**config.mk**
```make
export PLATFORM = sky130hd
export DESIGN_NAME = mult_div_unit_flat
export DESIGN_NICKNAME = d
export VERILOG_FILES = /design/src/rtl/muldiv_pkg.sv /design/src/rtl/mult_div_unit_if.sv /design/src/rtl/muldiv_datapath.sv /design/src/rtl/mult_div_unit.sv /design/src/flat_wrapper.sv
export SDC_FILE = /design/constraint.sdc
export NUM_CORES = 1
export LEC_CHECK = 0
export ABC_AREA = 1
export BUFFER_PORTS_ARGS = -buffer_cell sky130_fd_sc_hd__clkbuf_2
export CELL_PAD_IN_SITES_DETAIL_PLACEMENT = 1
export CELL_PAD_IN_SITES_GLOBAL_PLACEMENT = 2
export CORE_ASPECT_RATIO = 0.5
export CORE_MARGIN = 10
export CORE_UTILIZATION = 35
export CTS_CLUSTER_SIZE = 24
export DETAILED_ROUTE_END_ITERATION = 10
export GPL_TIMING_DRIVEN = 0
export HOLD_SLACK_MARGIN = 0.02
export PLACE_DENSITY_LB_ADDON = 0.3
export SLEW_MARGIN = 0
export SYNTH_ARGS = -nofsm -noshare
export SYNTH_HDL_FRONTEND = slang
export SYNTH_HIERARCHICAL = 1
export SYNTH_SLANG_ARGS = --single-unit
```
**constraint.sdc**
```tcl
create_clock -name clk -period 5.7 [get_ports clk]
set_input_delay 0.57 -clock clk [delete_from_list [all_inputs] [get_ports clk]]
set_output_delay 0.57 -clock clk [all_outputs]
set_load 0.03 [all_outputs]
```
**src/rtl/muldiv_pkg.sv**
```systemverilog
// Shared definitions for the iterative MIPS multiply/divide unit:
// op codes, FSM state encoding and default widths.
package muldiv_pkg;

    localparam int WIDTH_DEF = 32;
    localparam int CNT_W_DEF = 6;

    typedef enum logic [2:0] {
        OP_MULT  = 3'b000,
        OP_MULTU = 3'b001,
        OP_DIV   = 3'b010,
        OP_DIVU  = 3'b011,
        OP_MTHI  = 3'b100,
        OP_MTLO  = 3'b101
    } opE;

    typedef enum logic [1:0] {
        IDLE   = 2'd0,
        MUL    = 2'd1,
        DIV    = 2'd2,
        FINISH = 2'd3
    } stateE;

endpackage

```
**src/rtl/mult_div_unit_if.sv**
```systemverilog
// Request/response bundle between the register bank side (master) and
// the multiply/divide unit (slave), including the architectural HI/LO.
interface mult_div_unit_if #(
    parameter int WIDTH = 32
);
    logic             start;
    logic [2:0]       op;
    logic [WIDTH-1:0] opA;
    logic [WIDTH-1:0] opB;
    logic             busy;
    logic             done;
    logic             divByZero;
    logic [WIDTH-1:0] hi;
    logic [WIDTH-1:0] lo;

    modport master (
        output start, op, opA, opB,
        input  busy, done, divByZero, hi, lo
    );

    modport slave (
        input  start, op, opA, opB,
        output busy, done, divByZero, hi, lo
    );
endinterface

```
**src/rtl/muldiv_datapath.sv**
```systemverilog
// Shift-add multiply / restoring shift-subtract divide accumulator with its
// iteration counter. Build option MULDIV_FAST_MULT_EN loads the full product in one cycle.
module muldiv_datapath
    import muldiv_pkg::*;
#(
    parameter int WIDTH = WIDTH_DEF,
    parameter int CNT_W = CNT_W_DEF
) (
    input  logic               clk,
    input  logic               rst,
    input  logic               loadMul,
    input  logic               loadDiv,
    input  logic               step,
    input  logic [WIDTH-1:0]   magA,
    input  logic [WIDTH-1:0]   magB,
    output logic               lastIter,
    output logic [2*WIDTH-1:0] result
);

    // acc holds {product upper, multiplier bits} or {remainder, quotient/dividend bits}
    logic [2*WIDTH-1:0] acc;
    logic [WIDTH-1:0]   operand;
    logic [CNT_W-1:0]   count;
    logic               isDiv;

    logic [WIDTH:0]     mulSum;
    logic [WIDTH:0]     divShifted;
    logic [WIDTH:0]     divDiff;

    // NOTE: every always_comb output gets a default first so no path can infer a latch.
    always_comb begin
        mulSum     = {1'b0, acc[2*WIDTH-1:WIDTH]};
        if (acc[0]) begin
            mulSum = mulSum + {1'b0, operand};
        end
        divShifted = {acc[2*WIDTH-1:WIDTH], acc[WIDTH-1]};
        divDiff    = divShifted - {1'b0, operand};
    end

    // NOTE: sequential state uses non-blocking assignments so all registers sample pre-edge values.
    always_ff @(posedge clk) begin
        if (rst) begin
            acc     <= '0;
            operand <= '0;
            count   <= '0;
            isDiv   <= 1'b0;
        end else if (loadMul) begin
            operand <= magA;
            isDiv   <= 1'b0;
`ifdef MULDIV_FAST_MULT_EN
            acc     <= {{WIDTH{1'b0}}, magA} * {{WIDTH{1'b0}}, magB};
            count   <= '0;
`else
            acc     <= {{WIDTH{1'b0}}, magB};
            count   <= CNT_W'(WIDTH);
`endif
        end else if (loadDiv) begin
            acc     <= {{WIDTH{1'b0}}, magA};
            operand <= magB;
            count   <= CNT_W'(WIDTH);
            isDiv   <= 1'b1;
        end else if (step) begin
            count <= count - 1'b1;
            if (isDiv) begin
                // Restoring step: keep the trial difference only when it did not borrow
                if (divDiff[WIDTH]) begin
                    acc <= {divShifted[WIDTH-1:0], acc[WIDTH-2:0], 1'b0};
                end else begin
                    acc <= {divDiff[WIDTH-1:0], acc[WIDTH-2:0], 1'b1};
                end
            end else begin
                acc <= {mulSum, acc[WIDTH-1:1]};
            end
        end
    end

    assign lastIter = (count == CNT_W'(1));
    assign result   = acc;

endmodule

```
**src/rtl/mult_div_unit.sv**
```systemverilog
// MIPS multiply/divide unit holding HI/LO; FSM controls muldiv_datapath.
// Build option MULDIV_FAST_MULT_EN gives single-cycle MULT/MULTU with identical results.
module mult_div_unit
    import muldiv_pkg::*;
#(
    parameter int WIDTH = WIDTH_DEF,
    parameter int CNT_W = CNT_W_DEF
) (
    input logic            clk,
    input logic            rst,
    mult_div_unit_if.slave bus
);

    stateE              state, stateNext;
    logic               loadMul, loadDiv, step, lastIter;
    logic               signedOp, isMulReq, isDivReq;
    logic [WIDTH-1:0]   magA, magB;
    logic [2*WIDTH-1:0] rawResult, finalResult;

    logic               isMulOp, negHi, negLo, dbzPending;
    logic [WIDTH-1:0]   hiReg, loReg;
    logic               doneReg, dbzReg;

    always_comb begin
        isMulReq = (bus.op == OP_MULT) || (bus.op == OP_MULTU);
        isDivReq = (bus.op == OP_DIV)  || (bus.op == OP_DIVU);
        signedOp = (bus.op == OP_MULT) || (bus.op == OP_DIV);
        magA     = (signedOp && bus.opA[WIDTH-1]) ? -bus.opA : bus.opA;
        magB     = (signedOp && bus.opB[WIDTH-1]) ? -bus.opB : bus.opB;
    end

    muldiv_datapath #(
        .WIDTH (WIDTH),
        .CNT_W (CNT_W)
    ) u_datapath (
        .clk      (clk),
        .rst      (rst),
        .loadMul  (loadMul),
        .loadDiv  (loadDiv),
        .step     (step),
        .magA     (magA),
        .magB     (magB),
        .lastIter (lastIter),
        .result   (rawResult)
    );

    always_ff @(posedge clk) begin
        if (rst) begin
            state <= IDLE;
        end else begin
            state <= stateNext;
        end
    end

    always_comb begin
        stateNext = state;
        loadMul   = 1'b0;
        loadDiv   = 1'b0;
        step      = 1'b0;
        unique case (state)
            IDLE: begin
                if (bus.start && isMulReq) begin
                    loadMul = 1'b1;
`ifdef MULDIV_FAST_MULT_EN
                    stateNext = FINISH;
`else
                    stateNext = MUL;
`endif
                end else if (bus.start && isDivReq) begin
                    // A zero divisor skips the iterations and reports through FINISH
                    if (bus.opB == '0) begin
                        stateNext = FINISH;
                    end else begin
                        loadDiv   = 1'b1;
                        stateNext = DIV;
                    end
                end
            end
            MUL, DIV: begin
                step = 1'b1;
                if (lastIter) begin
                    stateNext = FINISH;
                end
            end
            FINISH:  stateNext = IDLE;
            default: stateNext = IDLE;
        endcase
    end

    // Products negate as one 2*WIDTH value; quotient and remainder negate independently
    always_comb begin
        finalResult = rawResult;
        if (isMulOp) begin
            if (negLo) begin
                finalResult = -rawResult;
            end
        end else begin
            if (negHi) begin
                finalResult[2*WIDTH-1:WIDTH] = -rawResult[2*WIDTH-1:WIDTH];
            end
            if (negLo) begin
                finalResult[WIDTH-1:0] = -rawResult[WIDTH-1:0];
            end
        end
    end

    always_ff @(posedge clk) begin
        if (rst) begin
            isMulOp    <= 1'b0;
            negHi      <= 1'b0;
            negLo      <= 1'b0;
            dbzPending <= 1'b0;
            hiReg      <= '0;
            loReg      <= '0;
            doneReg    <= 1'b0;
            dbzReg     <= 1'b0;
        end else begin
            if (state == IDLE && bus.start) begin
                if (isMulReq) begin
                    isMulOp    <= 1'b1;
                    negHi      <= signedOp & (bus.opA[WIDTH-1] ^ bus.opB[WIDTH-1]);
                    negLo      <= signedOp & (bus.opA[WIDTH-1] ^ bus.opB[WIDTH-1]);
                    dbzPending <= 1'b0;
                end else if (isDivReq) begin
                    isMulOp    <= 1'b0;
                    negHi      <= signedOp & bus.opA[WIDTH-1];
                    negLo      <= signedOp & (bus.opA[WIDTH-1] ^ bus.opB[WIDTH-1]);
                    dbzPending <= (bus.opB == '0);
                end else if (bus.op == OP_MTHI) begin
                    hiReg <= bus.opA;
                end else if (bus.op == OP_MTLO) begin
                    loReg <= bus.opA;
                end
            end
            if (state == FINISH && !dbzPending) begin
                {hiReg, loReg} <= finalResult;
            end
            doneReg <= (state == FINISH);
            dbzReg  <= (state == FINISH) && dbzPending;
        end
    end

    assign bus.busy      = (state != IDLE);
    assign bus.done      = doneReg;
    assign bus.divByZero = dbzReg;
    assign bus.hi        = hiReg;
    assign bus.lo        = loReg;

endmodule
```
**src/flat_wrapper.sv**
```systemverilog
// flat-port wrapper written by rule: the top's interface ports become plain ports
module mult_div_unit_flat import muldiv_pkg::*;
#(
    parameter int WIDTH = WIDTH_DEF,
    parameter int CNT_W = CNT_W_DEF
)
  (clk, rst, bus_start, bus_op, bus_opA, bus_opB, bus_busy, bus_done, bus_divByZero, bus_hi, bus_lo);
  mult_div_unit_if #(.WIDTH(WIDTH)) bus_i ();
  input logic clk;
  input logic rst;
  input wire logic [$bits(bus_i.start)-1:0] bus_start;
  input wire logic [$bits(bus_i.op)-1:0] bus_op;
  input wire logic [$bits(bus_i.opA)-1:0] bus_opA;
  input wire logic [$bits(bus_i.opB)-1:0] bus_opB;
  output wire logic [$bits(bus_i.busy)-1:0] bus_busy;
  output wire logic [$bits(bus_i.done)-1:0] bus_done;
  output wire logic [$bits(bus_i.divByZero)-1:0] bus_divByZero;
  output wire logic [$bits(bus_i.hi)-1:0] bus_hi;
  output wire logic [$bits(bus_i.lo)-1:0] bus_lo;
  assign bus_i.start = bus_start;
  assign bus_i.op = bus_op;
  assign bus_i.opA = bus_opA;
  assign bus_i.opB = bus_opB;
  assign bus_busy = bus_i.busy;
  assign bus_done = bus_i.done;
  assign bus_divByZero = bus_i.divByZero;
  assign bus_hi = bus_i.hi;
  assign bus_lo = bus_i.lo;
  mult_div_unit #(.WIDTH(WIDTH), .CNT_W(CNT_W)) u_core (.clk(clk), .rst(rst), .bus(bus_i));
endmodule
```
; ---- Yosys cells after proc, flatten, opt, wreduce, memory -nomap -nowiden
; Cells that the tools add are included.
[totals]
reg_bits = 175
output_inout_bits = 67
n_memories = 0
ram_bits = 0
mem_bits_ro = 0
latchBits = 0
[classes]
mux = 48
reduce_logical = 28
add_sub_neg = 8
n_lt_le_gt_ge = 0
shifts = 0
div = 0
bitwise_logic = 3
eq_ne = 14
n_mul = 0
[ops]
columns = operator, count
row1 = 32-bit 2-to-1 mux, 20
row2 = 64-bit 2-to-1 mux, 4
row3 = 32-bit negation, 4
row4 = 64-bit negation, 1
row5 = 32-bit by 32-bit adder with 33-bit output, 1
row6 = 33-bit 2-to-1 mux, 1
row7 = 33-bit by 32-bit subtractor with 33-bit output, 1
row8 = 32-bit logical NOT, 1
row9 = 6-bit 2-to-1 mux, 3
row10 = 1-bit 2-to-1 mux, 16
row11 = 2-bit nonzero test, 6
row12 = 1-bit logical AND, 7
row13 = "3-bit by 2-bit equality test with 1-bit output, second input constant", 2
row14 = "3-bit equality test, second input constant", 2
row15 = "6-bit by 1-bit equality test with 1-bit output, second input constant", 1
row16 = 2-bit 2-to-1 mux, 3
row17 = "2-bit inequality test, second input constant", 3
row18 = 2-bit case mux with 3 select lines, 1
row19 = "6-bit by 1-bit subtractor with 6-bit output, second input constant", 1
row20 = 5-bit AND reduction, 1
row21 = "2-bit equality test, second input constant", 2
row22 = 2-bit AND reduction, 2
row23 = 4-bit AND reduction, 1
row24 = 2-bit OR reduction, 2
row25 = other kinds (12), 15

; ---- Logic depth before layout (Yosys ltp)
; Gate-level depths: netlist of run 1.
[depth]
depth_word = 8
mapped_depth = 19
depth_no_buf = 19

; ---- Hierarchy
; Netlist of run 1, hierarchy kept.
[modules_own_cells]
columns = module, n_inst, area_each_um2, cells_per_inst
row1 = muldiv_datapath, 1, 10556.4, 1876
row2 = mult_div_unit, 1, 7450.9, 1293

; ---- Worst setup path after synthesis of run 1
; No wires, ideal clock.
[synth_timing]
path_type = input to register
startpoint = in bus_opB[1]
endpoint = reg u_core.u_datapath.acc[13], in the netlist u_core/u_datapath/result[13]
t_arrival_ps = 2785
n_path_buf = 1
setup_slack_ps = 2787
path_stages = 16
cell_sequence = inv_1 -> ha_1 -> nand2_1 -> nor2_4 -> nand2_2 -> nor2_2 -> nand3b_2 -> nor4_4 -> nor3_1 -> nor2_1 -> inv_2 -> nor2_1 -> clkinv_1 -> clkbuf_1 -> o21ai_0 -> a21oi_1
[synth_via]
elab_chain_len = 7
word_cells_on_any_way = 10
[synth_lines]
columns = item, line_no
row1 = start: declaration, flat_wrapper.sv:14  ; input wire logic [$bits(bus_i.opB)-1:0] bus_opB;
row2 = 32-bit logical NOT *, mult_div_unit.sv:71  ; if (bus.opB == '0) begin
row3 = 1-bit 2-to-1 mux *, mult_div_unit.sv:71
row4 = 1-bit 2-to-1 mux *, mult_div_unit.sv:69  ; end else if (bus.start && isDivReq) begin
row5 = 1-bit 2-to-1 mux *, mult_div_unit.sv:62  ; if (bus.start && isMulReq) begin
row6 = 1-bit 2-to-1 mux *, mult_div_unit.sv:60  ; unique case (state)
row7 = via u_core.loadDiv, mult_div_unit.sv:15  ; logic loadMul, loadDiv, step, lastIter;
row8 = 32-bit 2-to-1 mux, muldiv_datapath.sv:57  ; end else if (loadDiv) begin
row9 = 32-bit 2-to-1 mux, muldiv_datapath.sv:47  ; end else if (loadMul) begin
row10 = end signal: assignment, muldiv_datapath.sv:54  ; acc <= {{WIDTH{1'b0}}, magB};
row11 = end signal: assignment, muldiv_datapath.sv:58  ; acc <= {{WIDTH{1'b0}}, magA};
row12 = end signal: assignment, muldiv_datapath.sv:67  ; acc <= {divShifted[WIDTH-1:0], acc[WIDTH-2:0], 1'b0};
row13 = end: declaration, muldiv_datapath.sv:21  ; logic [2*WIDTH-1:0] acc;
; Mark *: on every way through the listed nets, which the timed path passes. The rest lies on a longest branch.
; A chain may end at the register's enable or synchronous reset.

; ---- Worst setup path in the final report of run 1
[layout_timing]
startpoint = in bus_opB[0]
endpoint = reg u_core.u_datapath.operand[23]
[layout_via]
elab_chain_len = 6
word_cells_on_any_way = 10
[layout_lines]
columns = item, line_no
row1 = 32-bit logical NOT, mult_div_unit.sv:71
row2 = 1-bit 2-to-1 mux, mult_div_unit.sv:71
row3 = 1-bit 2-to-1 mux, mult_div_unit.sv:69
row4 = 1-bit 2-to-1 mux, mult_div_unit.sv:62
row5 = 1-bit 2-to-1 mux, mult_div_unit.sv:60
row6 = via u_core.loadDiv, mult_div_unit.sv:15
row7 = 2-bit nonzero test (no source line), n/a
row8 = end signal: assignment, muldiv_datapath.sv:48  ; operand <= magA;
row9 = end signal: assignment, muldiv_datapath.sv:59  ; operand <= magB;
row10 = end: declaration, muldiv_datapath.sv:22  ; logic [WIDTH-1:0] operand;
; The timed path passes the listed nets, and every way through them passes these cells. The select of a mux whose other input is x is not followed.

==> flow_summary.json, run 1 <==
{
  "insertion_delay_ps": 470,
  "num_rows": 58,
  "drc": 0,
  "cp-endpoint": "u_core/u_datapath/operand[23]",
  "die_h_um": 180,
  "setup_viol": 0,
  "coreArea_sq_um": 50600,
  "die-area_sq_um": 61500,
  "wl_um": 96100,
  "tns_ps": 0,
  "power_density_nw_per_um2": 502,
  "grt_usage": 0.299,
  "final_util": 0.398,
  "slew_violations": 0,
  "yosysWarnings": 6,
  "cts_sinks": 175,
  "wl_per_cell_um": 23.9,
  "ant_nets": 0,
  "drtPass1Iterations": 5,
  "synth-main-ff-cell": "dfxtp_1",
  "htree_levels": 4,
  "worst_slack_ps": 1440,
  "fmax_mhz": 235,
  "cts_tree": "built",
  "reg2reg_slack_ps": 2050,
  "pre_cts_slack_ps": 1130,
  "period_minus_slack_ps": 4260,
  "fin_area_sq_um": 20100,
  "min_path_type": "primary input to flop",
  "outcome": "completed",
  "async_reset_ff_frac": 0,
  "num_io_pins": 137,
  "reg2reg_from": "u_core/state[0]",
  "n_fill_cell": 7125,
  "r2r-end": "u_core/u_datapath/operand[23]",
  "initial_utilization": 0.356,
  "p_total_mw": 10.1,
  "cellLeakagePower_nw": 9.65,
  "vias_per_cell": 5.61,
  "relSlewSlack": 0.103,
  "vias": 22600,
  "syn_area_sq_um": 18000,
  "grt_pass1_wl_um": 140000,
  "endpoint_kind": "flop",
  "synth.distinct_cells": 54,
  "cts.clk_slew.worst_paths_ps": 80,
  "nets": 3467,
  "overflow": 0,
  "worstSetupStartpointType": "primary input",
  "path_max_fanout": 10,
  "max-cap-violations": 0,
  "antenna_found_initial": 5,
  "syn_nets": 3313,
  "layout_commonest_cell": "nand2_1",
  "yosysSeqAreaShare": 0.195,
  "vdd_ir_drop_max_mv": 0.205,
  "rsz0062_at_grt": "false",
  "avgSynthCellArea_sq_um": 5.68,
  "first_iter_violations": 2303,
  "crit_start": "bus_opB[0]",
  "die_x_um": 341,
  "cts_made_buffers": 17,
  "synth_edf_count": 0,
  "final_cell_mix": "nand2_1, inv_1, nand3_1",
  "tightest_slew_ps": 1330,
  "grt_max_degree": 17,
  "dp.cells": 3994,
  "synthCells": 3169,
  "area_growth_pct": 11.9,
  "dpl.hpwl_um": 80300,
  "instances_no_fill": 4027,
  "r2r_cells": 12,
  "hold-worst-slack_ps": 449,
  "synth-seq-cells": 175,
  "arrival_ps": 4620,
  "place_area_sq_um": 19500,
  "finalHoldViolCount": 0,
  "ctsResizeCount": 0,
  "cts_setup_buffers": 0,
  "grt_pass1_vias": 21900,
  "io_buffers": 135,
  "fin_crit_sh": 0.747,
  "holdBufCountCts": 0,
  "path_class": "primary input to flop",
  "cts_root_buf": "clkbuf_16",
  "clock_path_buffers": 2,
  "cp.required_ps": 6070,
  "final_layout_size_suffix_gt1_frac": 0.0917,
  "place.gp.congestion": 0.990,
  "skew_ps": 24.5
}
## registers in the layout, summed over array words and instances (netlist names)
name                       count
u_core/bus.divByZero           1
u_core/bus.lo                 32
u_core/dbzPending              1
u_core/state                   2
u_core/negHi                   1
u_core/u_datapath/count        6
u_core/bus.hi                 32
u_core/isMulOp                 1
u_core/negLo                   1
u_core/bus.done                1
u_core/u_datapath/result      64
u_core/u_datapath/operand     32
u_core/u_datapath/isDiv        1
## critical path, cell delays in order
cell      delay (ps)
clkbuf_2         150
inv_1            130
ha_1             180
nand2_1          130
nor2_4           200
nand2_2          100
nor2_2           150
nand3b_2         180
nor4_4           290
nor3_1           180
nor2_1           630
inv_2            150
nor2_2           360
clkinv_1         430
clkbuf_1         470
o22ai_1          290
## worst min-delay path by stage
stage | from | end | slack, ps | cells after the start
final | bus_opA[23] | u_core/bus.lo[23] | 450 | 3
after CTS | bus_opA[23] | u_core/bus.lo[23] | 430 | 3
after detailed placement | u_core/bus.lo[0] | u_core/bus.lo[0] | 460 | 2
after global routing | bus_opA[23] | u_core/bus.lo[23] | 460 | 3
after global placement | u_core/bus.lo[0] | u_core/bus.lo[0] | 460 | 2
after floorplan | u_core/dbzPending | u_core/bus.divByZero | 430 | 2
## synthesized netlist by cell type (6+ instances only)
master	number	share of area
a21o_1	6	0.0025
a21oi_1	274	0.076
a221oi_1	32	0.016
a31oi_1	28	0.0097
buf_1	15	0.0031
buf_2	16	0.0044
buf_4	6	0.0025
clkbuf_1	79	0.016
dfxtp_1	175	0.19
ha_1	72	0.050
inv_1	474	0.099
inv_2	13	0.0027
nand2_1	854	0.18
nand2_2	17	0.0059
nand3_1	302	0.084
nand3_2	10	0.0056
nand3b_1	18	0.0075
nand4_1	43	0.015
nor2_1	279	0.058
nor2_2	31	0.011
nor2_4	9	0.0056
nor3_1	27	0.0075
o21ai_0	177	0.049
o21ai_1	7	0.0019
o21bai_1	13	0.0054
o22ai_1	30	0.010
o31ai_1	15	0.0063
or2_2	9	0.0031
xnor2_1	17	0.0083
xor2_1	60	0.029
## final cells by class
cell class                 instances  area, sq um  area share
multi-input combinational       2383        12100       0.602
inverter                         490         1840      0.0913
buffer                           121          538      0.0267
tap                              690          863      0.0429
sequential                       175         3500       0.174
clock inverter                    13          150     0.00745
clock buffer                      19          443      0.0220
timing repair buffer             135          676      0.0335
antenna                            1         2.50    0.000124
## where the power goes
group / internal (mW) / total [mW] / leakage [nW] / switching [mW]
registers: 1.47 / 2.03 / 1.43 / 0.558
logic: 2.01 / 6.81 / 7.93 / 4.79
clock network: 0.669 / 1.28 / 0.291 / 0.609
total: 4.15 / 10.1 / 9.65 / 5.96
## metal layers
layer | track usage | part of all wire
met1 | 0.417 | 0.47
met2 | 0.467 | 0.43
met3 | 0.0507 | 0.075
met4 | 0.0836 | 0.026
met5 | 0 | 0.00014
## cells by family after synthesis
group                      after synthesis  share of synthesized area
AOI/OAI and AO/OA                      611                      0.191
xor gates and xnor gates                77                     0.0375
adders and majority gates               74                     0.0523
DFF                                    175                      0.195
and+or+nand+nor                       1621                      0.392
buffers and inverters                  611                      0.132
No activity file was read; power rests on OpenSTA's default activity.
==> run 2: changes to the inputs <==
CORE_UTILIZATION = 32   (was 35)
clock period = 4.2 ns   (was 5.7 ns; I/O delays follow)
==> run 2 against run 1 <==
Against the previous run:
- sequential power rose by 36%
- register-to-register slack got worse by 1300 ps
- final area is 0.43% higher
- power rose by 36%
- non-clock buffer count did not move
- die area grew 8.6%
- clock skew up 2.0 ps
- sequential share of layout area shrank 0.074 points
- clock power is 35% higher
- routed wire length grew 1.7%
- critical endpoint is now u_core/u_datapath/operand[26]
==> flow_summary.json, run 2 (synthesis gave the netlist of run 1 again) <==
{
  "grt_max_degree": 17,
  "slew_violations": 0,
  "vias": 22400,
  "overflow": 0,
  "instances_no_fill": 4093,
  "finalHoldViolCount": 0,
  "initial_utilization": 0.324,
  "p_total_mw": 13.7,
  "num_io_pins": 137,
  "htree_levels": 4,
  "reg2reg_from": "u_core/state[0]",
  "holdBufCountCts": 0,
  "die_h_um": 188,
  "power_density_nw_per_um2": 678,
  "vias_per_cell": 5.47,
  "place_area_sq_um": 19600,
  "tightest_slew_ps": 1250,
  "antenna_found_initial": 4,
  "dpl.hpwl_um": 82200,
  "num_rows": 61,
  "path_class": "primary input to flop",
  "place.gp.congestion": 0.955,
  "nets": 3467,
  "first_iter_violations": 2351,
  "io_buffers": 135,
  "die-area_sq_um": 66700,
  "n_fill_cell": 7666,
  "min_path_type": "primary input to flop",
  "outcome": "completed",
  "layout_commonest_cell": "nand2_1",
  "path_max_fanout": 10,
  "clock_path_buffers": 2,
  "max-cap-violations": 0,
  "arrival_ps": 4280,
  "cts_made_buffers": 17,
  "fin_crit_sh": 0.932,
  "period_minus_slack_ps": 3910,
  "fmax_mhz": 256,
  "drc": 0,
  "insertion_delay_ps": 470,
  "area_growth_pct": 12.3,
  "worstSetupStartpointType": "primary input",
  "dp.cells": 4060,
  "cp.required_ps": 4570,
  "coreArea_sq_um": 55600,
  "die_x_um": 355,
  "cellLeakagePower_nw": 9.65,
  "cts_root_buf": "clkbuf_16",
  "vdd_ir_drop_max_mv": 0.354,
  "cts_tree": "built",
  "cts.clk_slew.worst_paths_ps": 90,
  "final_layout_size_suffix_gt1_frac": 0.0921,
  "wl_per_cell_um": 23.9,
  "wl_um": 97800,
  "grt_pass1_vias": 21700,
  "endpoint_kind": "flop",
  "fin_area_sq_um": 20200,
  "cts_sinks": 175,
  "grt_usage": 0.281,
  "ant_nets": 0,
  "drtPass1Iterations": 5,
  "largest_reg_flops": 64,
  "rsz0062_at_grt": "false",
  "final_cell_mix": "nand2_1, inv_1, nand3_1",
  "hold-worst-slack_ps": 271,
  "skew_ps": 26.5,
  "relSlewSlack": 0.160,
  "min_from": "bus_opA[21]",
  "setup_viol": 0,
  "crit_start": "bus_opB[0]",
  "grt_pass1_wl_um": 143000
}
[run 2: path summary, 6_finish.rpt]
check / to / cells past startpoint / slack, ps
setup / recovery: u_core/u_datapath/operand[26] / 16 / 290
setup reg to reg: u_core/u_datapath/operand[26] / 12 / 760
hold / removal: u_core/bus.lo[21] / 3 / 270
hold reg to reg: u_core/u_datapath/operand[0] / 2 / 490
[run 2: per-stage QoR]
| step | TNS (ps) | setup slack [ps] | util |
|---|---|---|---|
| final | 0 | 286 | 0.364 |
| after global routing | 0 | 152 | 0.363 |
| after CTS | 0 | 248 | 0.363 |
| after detailed placement | -2230 | -214 | 0.353 |
| after global placement | -1270 | -145 | 0.353 |
| after floorplan | 0 | 1440 | - |
[run 2: repair_timing]
| item | in CTS | in global routing |
|---|---|---|
| buffers inserted | 0 | 0 |
| setup endpoints to repair | 0 | 8 |
| gates resized for setup | 0 | 1 |
[run 2: layout make-up]
| class | count | area (sq um) | area share |
|---|---|---|---|
| antenna | 2 | 5.00 | 0.000247 |
| timing repair buffer | 135 | 676 | 0.0334 |
| clock buffer | 18 | 439 | 0.0217 |
| buffer | 121 | 538 | 0.0266 |
| sequential | 175 | 3500 | 0.173 |
| inverter | 490 | 1840 | 0.0909 |
| clock inverter | 13 | 153 | 0.00755 |
| multi-input combinational | 2383 | 12100 | 0.600 |
| tap | 756 | 946 | 0.0468 |
[run 2: metal layers]
metal,global-route usage,up-vias,wire length [um]
met4,0.0668,0,2190
met3,0.0335,90,6790
met2,0.445,745,42600
li1,-,10600,-
met1,0.400,10900,46200
met5,0,-,0
[run 2: power by group]
group / switching, mW / total, mW / internal, mW
combinational: 6.48 / 9.21 / 2.73
clock: 0.818 / 1.73 / 0.907
sequential: 0.779 / 2.77 / 1.99
[run 2: critical path: stages]
cell and delay [ps]:
clkbuf_2 150, inv_1 130, ha_1 170, nand2_1 120, nor2_4 190, nand2_2 100, nor2_2 140, nand3b_2 170
nor4_4 320, nor3_1 190, nor2_2 460, inv_2 130, nor2_2 360, clkinv_1 450, clkbuf_1 470, o22ai_1 280
==> run 3: changes to the inputs <==
RECOVER_POWER = 50   (was default)
==> run 3 against run 2 <==
Against the previous run:
- fmax grew 0.16%
- critical path depth is the same
- combinational power is essentially flat
- sequential share of layout area grew 0.10 points
- final area shrank 0.59%
- cell count is essentially flat
- critical path type unchanged
- critical endpoint unchanged
- highest routed layer unchanged
==> flow_summary.json, run 3 (synthesis gave the netlist of run 1 again) <==
{
  "outcome": "completed",
  "r2r_cells": 10,
  "internal_power_mw": 5.62,
  "switchingPower_mw": 8.05,
  "coreArea_sq_um": 55600,
  "tightest_slew_ps": 1310,
  "max-cap-violations": 0,
  "nets": 3467,
  "min_path_cells": 3,
  "reg2reg_slack_ps": 810,
  "comb_power_share": 0.672,
  "path_cells": "clkbuf_2 -> inv_1 -> ha_1 -> nand2_1 -> nor2_4 -> nand2_2 -> nor2_2 -> nand3b_2 -> nor4_4 -> nor3_1 -> nor2_2 -> inv_2 -> nor2_2 -> clkinv_1 -> clkbuf_1 -> o22ai_1",
  "drtPass1Iterations": 6,
  "antenna_found_initial": 4,
  "relSlewSlack": 0.117,
  "dpl.hpwl_um": 82200,
  "worstSetupStartpointType": "primary input",
  "cts_tree": "built",
  "swShare": 0.589,
  "tns_ps": 0,
  "final_util": 0.361,
  "grt_max_degree": 17,
  "insertion_delay_ps": 470,
  "worst_path_max_delay_cell": "clkbuf_1",
  "fmax_mhz": 256,
  "num_io_pins": 137,
  "area_growth_pct": 11.7,
  "overflow": 0,
  "htree_levels": 4,
  "fin_crit_sh": 0.930,
  "worst_slack_ps": 293,
  "wl_per_cell_um": 23.9,
  "die_x_um": 355,
  "wl_um": 97800,
  "power.share.clock": 0.126,
  "final_cell_mix": "nand2_1, inv_1, nand3_1",
  "r2r-end": "u_core/u_datapath/operand[29]",
  "finalHoldViolCount": 0,
  "initial_utilization": 0.324,
  "drc": 0,
  "min_from": "bus_opA[21]",
  "hold-worst-slack_ps": 274,
  "setup_viol": 0,
  "ant_nets": 0,
  "dp.cells": 4060,
  "cpPeakStageDelay_ps": 470,
  "cts_root_buf": "clkbuf_16",
  "num_rows": 61,
  "clock_path_buffers": 2,
  "crit_path_frequent_cell": "nor2_2",
  "instances_no_fill": 4091,
  "grt_pass1_vias": 21700,
  "io_buffers": 135,
  "cts_made_buffers": 17,
  "grt_pass1_wl_um": 143000,
  "endpoint_kind": "flop",
  "final_layout_size_suffix_gt1_frac": 0.0690,
  "cts.clk_slew.worst_paths_ps": 90,
  "worstHoldEndpoint": "u_core/bus.lo[21]",
  "period_minus_slack_ps": 3910,
  "largest_reg_flops": 64,
  "cts_setup_buffers": 0,
  "place_area_sq_um": 19600,
  "arrival_ps": 4270,
  "skew_ps": 26.9,
  "vdd_ir_drop_max_mv": 0.353,
  "layout_commonest_cell": "nand2_1",
  "n_antenna_cell": 0,
  "rsz0062_at_grt": "false",
  "seqPwrFrac": 0.202,
  "vias": 22400,
  "p_total_mw": 13.7,
  "cellLeakagePower_nw": 9.41,
  "min_path_type": "primary input to flop",
  "die_h_um": 188,
  "power_density_nw_per_um2": 680,
  "cts_sinks": 175,
  "slew_violations": 0,
  "pre_cts_slack_ps": -214,
  "reg2reg_from": "u_core/state[0]",
  "first_iter_violations": 2291,
  "vias_per_cell": 5.49,
  "fin_area_sq_um": 20100,
  "n_fill_cell": 7693,
  "grt_usage": 0.281,
  "place.gp.congestion": 0.955,
  "cp.required_ps": 4560,
  "die-area_sq_um": 66700,
  "crit_family": "simple AND/OR/NAND/NOR gates",
  "path_class": "primary input to flop",
  "path_max_fanout": 10,
  "path_buf_inv": 5,
  "holdBufCountCts": 0
}
## run 3: cell count changes in the layout (fill, tap and decap cells not counted), sizes merged
| cell | previous run | this run |
|---|---|---|
| clkbuf | 232 | 242 |
| buf | 42 | 32 |
| diode | 2 | 0 |
## run 3: area by class of cell
| class | instances | area, sq um | share of cell area |
|---|---|---|---|
| clock inverters | 13 | 153 | 0.00759 |
| flip-flops and latches | 175 | 3500 | 0.174 |
| well taps | 756 | 946 | 0.0470 |
| plain buffers | 121 | 527 | 0.0262 |
| inverters | 490 | 1840 | 0.0915 |
| multi-input cells | 2383 | 12100 | 0.602 |
| clock buffers | 18 | 439 | 0.0218 |
| repair buffers | 135 | 592 | 0.0294 |
## run 3: worst max-delay path by stage
stage          startpoint                             to  depth (start not counted)
2_1_floorplan  bus_opB[1]   u_core/u_datapath/result[13]                         16
3_3_place_gp   bus_opB[0]  u_core/u_datapath/operand[24]                         16
3_5_place_dp   bus_opB[0]  u_core/u_datapath/operand[26]                         16
4_1_cts        bus_opB[0]  u_core/u_datapath/operand[26]                         16
5_1_grt        bus_opB[0]  u_core/u_datapath/operand[26]                         16
6_report       bus_opB[0]  u_core/u_datapath/operand[26]                         16
## run 3: power groups by stage
stage	combinational, mW	clock (mW)	sequential, mW
CTS	9.07	1.74	2.75
finish	9.18	1.72	2.77
floorplan	6.20	0	2.46
detailed placement	9.00	0	2.79
global route	10.2	1.82	2.78
global placement	8.90	0	2.78
## run 3: routing by layer
metal	track usage	wire length [um]	vias up	share of wire
li1	-	-	10600	-
met1	0.400	46800	11000	0.48
met2	0.445	42800	721	0.44
met3	0.0335	6100	90	0.062
met4	0.0668	2170	0	0.022
met5	0	0	-	0
## run 3: what timing repair did
action | 4_1_cts | 5_1_grt
setup endpoints to repair | 0 | 8
resized for setup | 0 | 1
hold endpoints to repair | 0 | 0
## run 3: worst register-to-register path: cells and delay by family (launching register included)
| kind | cells | cell delay [ps] |
|---|---|---|
| and+or+nand+nor | 1 | 400 |
| buffers and inverters | 5 | 1590 |
| adders and majority gates | 1 | 230 |
| AOI/OAI and AO/OA | 3 | 690 |
| DFF | 1 | 330 |
